--- src/rtl/piso_serializer.sv ---
// piso_serializer: valid/ready-loaded parallel-to-serial shifter that feeds the d input
// of a SISO chain, paced one bit per cycle by the downstream shift_en.
module piso_serializer #(
    parameter int WIDTH     = 8,
    parameter bit MSB_FIRST = 1'b1
) (
    input  logic             clk,
    input  logic             rst,
    input  logic             load_valid,
    input  logic [WIDTH-1:0] load_data,
    output logic             load_ready,
    input  logic             shift_en,
    output logic             sout,
    output logic             sout_valid,
    output logic             busy,
    output logic             done
);
    localparam int CW = $clog2(WIDTH + 1);
    typedef enum logic {IDLE, SHIFT} state_t;
    state_t           state, state_nxt;
    logic [WIDTH-1:0] shreg;
    logic [CW-1:0]    cnt;
    logic             accept, step, last;
    assign accept = (state == IDLE) && load_valid;
    assign step   = (state == SHIFT) && shift_en;
    assign last   = step && (cnt == CW'(1));
    always_ff @(posedge clk or posedge rst) begin
        if (rst) state <= IDLE;
        else     state <= state_nxt;
    end
    always_comb begin
        state_nxt = accept ? SHIFT : last ? IDLE : state;
    end
    always_ff @(posedge clk or posedge rst) begin
        if (rst) begin
            shreg <= '0;
            cnt   <= '0;
            done  <= 1'b0;
        end else begin
            done <= last;
            if (accept) begin
                shreg <= load_data;
                cnt   <= CW'(WIDTH);
            end else if (step) begin
                shreg <= MSB_FIRST ? {shreg[WIDTH-2:0], 1'b0} : {1'b0, shreg[WIDTH-1:1]};
                cnt   <= cnt - CW'(1);
            end
        end
    end
    // rst gates load_ready so nothing is offered while reset is held
    always_comb begin
        load_ready = (state == IDLE) && !rst;
        busy       = (state == SHIFT);
        sout_valid = busy;
        sout       = busy && (MSB_FIRST ? shreg[WIDTH-1] : shreg[0]);
    end
endmodule
--- config.mk ---
export PLATFORM = sky130hd
export DESIGN_NAME = piso_serializer
export DESIGN_NICKNAME = d
export VERILOG_FILES = /design/src/rtl/piso_serializer.sv
export SDC_FILE = /design/constraint.sdc
export NUM_CORES = 1
export LEC_CHECK = 0
export BUFFER_PORTS_ARGS = -buffer_cell sky130_fd_sc_hd__buf_2
export CAP_MARGIN = 20
export CORE_UTILIZATION = 30
export DETAILED_ROUTE_END_ITERATION = 10
export HOLD_SLACK_MARGIN = 0.1
export PLACE_DENSITY = 0.6
export SYNTH_ARGS = -nofsm -noshare
export SYNTH_HDL_FRONTEND = slang
export SYNTH_SLANG_ARGS = --single-unit
--- constraint.sdc ---
create_clock -name clk -period 3.6 [get_ports clk]
set_input_delay 0.18 -clock clk [delete_from_list [all_inputs] [get_ports clk]]
set_output_delay 0.18 -clock clk [all_outputs]
set_load 0.05 [all_outputs]
==> results of run 1 <==
[timing repair]
action	in CTS	in global routing
hold buffers	1	0
hold endpoints to repair	14	0
buffers inserted	0	0
[how the worst max path moves through the flow]
stage / depth (start not counted) / startpoint / endpoint / slack (ns)
finish: 2 / busy$_DFFE_PP0P_ / sout / 1.76
global route: 2 / busy$_DFFE_PP0P_ / sout / 1.64
CTS: 2 / busy$_DFFE_PP0P_ / sout / 1.75
detailed placement: 2 / busy$_DFFE_PP0P_ / sout / 2.07
global placement: 2 / busy$_DFFE_PP0P_ / sout / 2.09
floorplan: 3 / busy$_DFFE_PP0P_ / load_ready / 1.75
[sequential cells by signal (all words and copies together) (netlist names)]
register  flops
cnt           4
done          1
busy          1
shreg         8
[critical path, cell delays in order (launching register included)]
cell	delay [ns]
sky130_fd_sc_hd__dfrtp_1	0.91
sky130_fd_sc_hd__and2_1	0.22
sky130_fd_sc_hd__buf_2	0.26
[synthesized netlist by cell type, types with 2 or more instances]
master,n,share of area
sky130_fd_sc_hd__dfrtp_1,14,0.46
sky130_fd_sc_hd__mux2i_1,8,0.10
sky130_fd_sc_hd__a21oi_1,7,0.046
sky130_fd_sc_hd__nor2b_1,7,0.057
sky130_fd_sc_hd__a211oi_1,6,0.059
sky130_fd_sc_hd__nand2_1,4,0.020
sky130_fd_sc_hd__nor2_1,4,0.020
sky130_fd_sc_hd__buf_2,3,0.020
sky130_fd_sc_hd__inv_1,3,0.015
sky130_fd_sc_hd__a22o_1,2,0.023
sky130_fd_sc_hd__buf_1,2,0.0098
sky130_fd_sc_hd__ha_1,2,0.033
sky130_fd_sc_hd__nand3_1,2,0.013
[where the power goes]
| group | switching (mW) | internal (mW) | leakage, nW |
|---|---|---|---|
| sequential | 0.0607 | 0.218 | 0.173 |
| combinational | 0.123 | 0.111 | 0.240 |
| clock | 0.0511 | 0.0615 | 0.0210 |
| total | 0.234 | 0.390 | 0.434 |
[logic make-up (layout without fill, tap and decap cells)]
| family | Yosys count | in the layout | synth area share |
|---|---|---|---|
| buffers and inverters | 9 | 24 | 0.0539 |
| multiplexers | 8 | 8 | 0.105 |
| AND/OR/NAND/NOR | 21 | 21 | 0.152 |
| flip-flops | 14 | 14 | 0.458 |
| XOR/XNOR | 2 | 2 | 0.0229 |
| AO/OA/AOI/OAI | 20 | 20 | 0.176 |
| adder cells (fa/ha/maj) | 2 | 2 | 0.0327 |
[per-stage QoR]
step / utilization / power [mW] / area (µm²) / worst slack, ns
finish: 0.387 / 0.625 / 897 / 1.76
global route: 0.387 / 0.685 / 897 / 1.64
CTS: 0.387 / 0.634 / 897 / 1.75
detailed placement: 0.367 / 0.517 / 851 / 2.07
global placement: 0.367 / 0.510 / 851 / 2.09
floorplan: - / 0.467 / 766 / 1.75
[per-layer routing]
metal  vias up  track usage  part of all wire
met5         -            0                 0
met3         0       0.0522             0.060
met4         0       0.0132                 0
met1       276        0.156              0.48
met2        16        0.198              0.46
li1        301            -                 -
[final cells by class]
| cell class | instances | area share |
|---|---|---|
| timing repair buffer | 17 | 0.100 |
| tap | 28 | 0.0391 |
| clock buffer | 4 | 0.0404 |
| sequential | 14 | 0.391 |
| inverter | 3 | 0.0126 |
| multi-input combinational | 53 | 0.417 |
==> results.toml, run 1 <==
[clock_tree]
clock_tree.root_cell = "sky130_fd_sc_hd__clkbuf_4"
clock_tree.htree_level_count = 1
clock_latency_of_the_later_clocked_register_in_the_worst_skew_pair_ns = 0.28
tritoncts = "done"
clock_tree_sinks = 14
cts_inserted_buffers = 3
cts-resized-gates = 0
cts_buffer_depth = 2
cts.reportedPaths.clkPinSlew_ns = 0.08

[floorplan]
die_height_um = 52.5
placeableCoreArea_mm2 = 0.00232
ioPinCount = 17
fp.dieW_um = 52.5
initial_core_util = 0.330
floorplan.rows = 17
die_area_mm2 = 0.00276

[synth]
synth.distinct_cells = 25
synth_edf_count = 0
synthesis.nets = 90
mean_instance_size_in_the_synthesized_netlist_um2 = 10.1
synth.cell_area_um2 = 766
synthArstFlopShare = 1.00
ys_seq_area_frac = 0.458
ys.flop_type = "sky130_fd_sc_hd__dfrtp_1"
yosys_warnings = 0
ys_seq_elements = 14
netlist_instances = 76

[finish]
filler_cell_count = 242
final-instance-count-excl-fill = 119
multi_input_comb_area_um2 = 374
num-nets-final = 106
mostFrequentLayoutCells = "16 x sky130_fd_sc_hd__buf_2, 14 x sky130_fd_sc_hd__dfrtp_1, 8 x sky130_fd_sc_hd__mux2i_1"
mostFrequentLayoutCell = "sky130_fd_sc_hd__buf_2"
layout-area-overhead-vs-synth_pct = 17.2
final_layout_size_suffix_gt1_frac = 0.231
num_antenna_cells = 0
seq_cell_area_um2 = 350

[sta]
worst_slew_margin_relative_to_its_limit = 0.434
grt_setup_unrepaired = "false"
post-route-period-util = 0.512
tightestPinTransition_ns = 0.850
finalCriticalPeriod_ns = 1.84
slew_viol_final = 0
final.hold.worst_slack_ns = 0.138
final-hold-violation-count = 0
maxClockFrequency_ghz = 0.542
setup-tns-final_ns = 0
setup_violations = 0
clock-skew-final_ns = 0.00273

[global_route]
grt_util_all_layers = 0.123
grt_start_max_net_pins = 31
antenna_violations_before_repair = 0
globalRoute.totalOverflow = 0
global_route_wire_length_before_repair_mm = 2.48
first_global_vias = 568

[worst_hold_path]
hold_path_startpoint = "load_data[7]"
hold_end = "shreg[7]$_DFFE_PP0P_"
worstHoldPathType = "input pin to flop"
min_path_cells = 3

[setup_path]
critical_path.max_fanout = 30
setup.worst_path.class = "flop to output port"
worst_r2r_endpoint = "shreg[7]$_DFFE_PP0P_"
regToRegSetupSlack_ns = 2.05
cp_data_arrival_time_ns = 1.66
worstSetupEndpointType = "output port"
start_kind = "flop"
cp.required_ns = 3.42
regToRegStartpoint = "busy$_DFFE_PP0P_"
worstRegToRegCells = 3

[route]
detailedRoute.firstPassIterationCount = 2
drc = 0
routed_wirelength_mm = 1.41
post_detailed_route_count_of_antenna_violating_nets = 0
routed-via-count = 593
via_per_inst = 4.98
detail_route.wl_per_cell_um = 11.8
drt_iter0_drc = 8

[status]
result_of_the_run = "complete, no violations"

[placed_design]
placed_cells = 114
io_buffers = 16
detailedPlacementHpwl_um = 981
gpl.final_weighted_congestion = 0.662

[power]
peakVddDrop_mv = 0.341
leakage_power_nw = 0.434
power_density_mw_per_mm2 = 696

[run]
cap_violations = 0
Note: power is estimated with default switching activity, not from simulation.
==> run 2, diff against run 1 <==
clock period = 1.7 ns   (was 3.6 ns; I/O delays follow)
==> results.toml, run 2 (same netlist as run 1, synthesis figures left out) <==
[status]
result_of_the_run = "complete, no violations"

[floorplan]
die_height_um = 52.5
floorplan.rows = 17
fp.dieW_um = 52.5
placeableCoreArea_mm2 = 0.00232
die_area_mm2 = 0.00276
initial_core_util = 0.330
ioPinCount = 17

[setup_path]
worst_r2r_endpoint = "cnt[3]$_DFFE_PP0P_"
cp.required_ns = 1.62
critical_path.max_fanout = 13
regToRegSetupSlack_ns = 0.36
setup.worst_path.class = "flop to output port"
cp_data_arrival_time_ns = 1.36
worstRegToRegCells = 3
worstSetupEndpointType = "output port"
regToRegStartpoint = "cnt[0]$_DFFE_PP0P_"
start_kind = "flop"

[placed_design]
place_worst_setup_slack_ns = 0.360
gpl.final_weighted_congestion = 0.715
detailedPlacementHpwl_mm = 1.04
io_buffers = 16
placed_cells = 117
dpl_cell_area_um2 = 877

[clock_tree]
clock_tree.htree_level_count = 1
cts_buffer_depth = 2
cts_inserted_buffers = 3
cts-resized-gates = 0
clock_tree.root_cell = "sky130_fd_sc_hd__clkbuf_4"
clock_latency_of_the_later_clocked_register_in_the_worst_skew_pair_ns = 0.28
tritoncts = "done"
cts.reportedPaths.clkPinSlew_ns = 0.09
clock_tree_sinks = 14

[route]
routed_wirelength_mm = 1.60
detail_route.wl_per_cell_um = 12.5
detailedRoute.firstPassIterationCount = 4
routed-via-count = 632
via_per_inst = 4.94
drc = 0
drt_iter0_drc = 6
post_detailed_route_count_of_antenna_violating_nets = 0

[finish]
mostFrequentLayoutCells = "16 x sky130_fd_sc_hd__buf_2, 14 x sky130_fd_sc_hd__dfrtp_1, 8 x sky130_fd_sc_hd__mux2i_1"
final_layout_size_suffix_gt1_frac = 0.260
max_ffs_per_register = 8
num-nets-final = 115
layout.cell_area.non_filler_um2 = 983
final-instance-count-excl-fill = 128
num_antenna_cells = 0
layout-area-overhead-vs-synth_pct = 28.4
largest-register = "shreg"
filler_cell_count = 227
mostFrequentLayoutCell = "sky130_fd_sc_hd__buf_2"
regs_by_ff_count = "shreg (8), cnt (4)"

[sta]
clock-skew-final_ns = 0.00806
setup_violations = 0
setup-tns-final_ns = 0
maxClockFrequency_ghz = 0.694
post-route-worst-setup-slack_ns = 0.259
worst_slew_margin_relative_to_its_limit = 0.627
grt_setup_unrepaired = "false"
slew_viol_final = 0
post-route-period-util = 0.847
finalCriticalPeriod_ns = 1.44
tightestPinTransition_ns = 0.558
final-hold-violation-count = 0

[global_route]
grt_start_max_net_pins = 18
grt_util_all_layers = 0.137
globalRoute.totalOverflow = 0
first_global_vias = 560
global_route_wire_length_before_repair_mm = 2.70
antenna_violations_before_repair = 0

[power]
peakVddDrop_mv = 0.823
total_power_mw = 1.37
leakage_power_nw = 0.473
power_density_mw_per_mm2 = 1390

[worst_hold_path]
hold_path_startpoint = "load_data[0]"
hold_end = "shreg[0]$_DFFE_PP0P_"
worstHoldPathType = "input pin to flop"
min_path_cells = 3

[run]
cap_violations = 0
==> run 2: how the worst max path moves through the flow <==
| stage | start | end | slack [ns] |
|---|---|---|---|
| 2_1_floorplan | busy$_DFFE_PP0P_ | sout | 0.11 |
| 5_1_grt | busy$_DFFE_PP0P_ | sout | 0.18 |
| 4_1_cts | busy$_DFFE_PP0P_ | sout | 0.25 |
| 6_report | busy$_DFFE_PP0P_ | sout | 0.26 |
| 3_3_place_gp | cnt[0]$_DFFE_PP0P_ | cnt[3]$_DFFE_PP0P_ | 0.40 |
| 3_5_place_dp | cnt[0]$_DFFE_PP0P_ | cnt[3]$_DFFE_PP0P_ | 0.36 |
==> run 2: stage by stage <==
step | hold slack [ns] | utilization
floorplan | -0.0258 | -
global placement | 0.180 | 0.378
detailed placement | 0.181 | 0.378
CTS | 0.121 | 0.424
global route | 0.123 | 0.424
finish | 0.123 | 0.424
==> run 2: final cells by class <==
type                    instances  area [µm²]  area share
flip-flops and latches         14         350       0.356
repair buffers                 26         173       0.176
multi-input cells              53         378       0.384
well taps                      28        35.0      0.0356
inverters                       3        11.3      0.0115
clock buffers                   4        36.3      0.0369
==> run 2: what timing repair did <==
action                    4_1_cts  5_1_grt
buffers inserted                0        0
hold endpoints to repair       20        0
hold buffers                    7        0
==> run 2: worst max-delay path, cell delays in order, from the launching register on <==
cell	delay (ns)
sky130_fd_sc_hd__dfrtp_1	0.60
sky130_fd_sc_hd__and2_2	0.22
sky130_fd_sc_hd__buf_2	0.25
==> run 2: routing by layer <==
layer	global-route usage	vias to the layer above	wire length (µm)
li1	-	316	-
met1	0.180	302	791
met2	0.213	12	734
met3	0.0522	2	59
met4	0.0263	0	12
met5	0	-	0
==> run 2: power breakdown <==
group          switching [mW]  internal, mW  total, mW  leakage [nW]
clock                   0.110         0.130      0.240        0.0210
combinational           0.296         0.261      0.558         0.279
sequential              0.111         0.462      0.573         0.173
total                   0.517         0.854       1.37         0.473
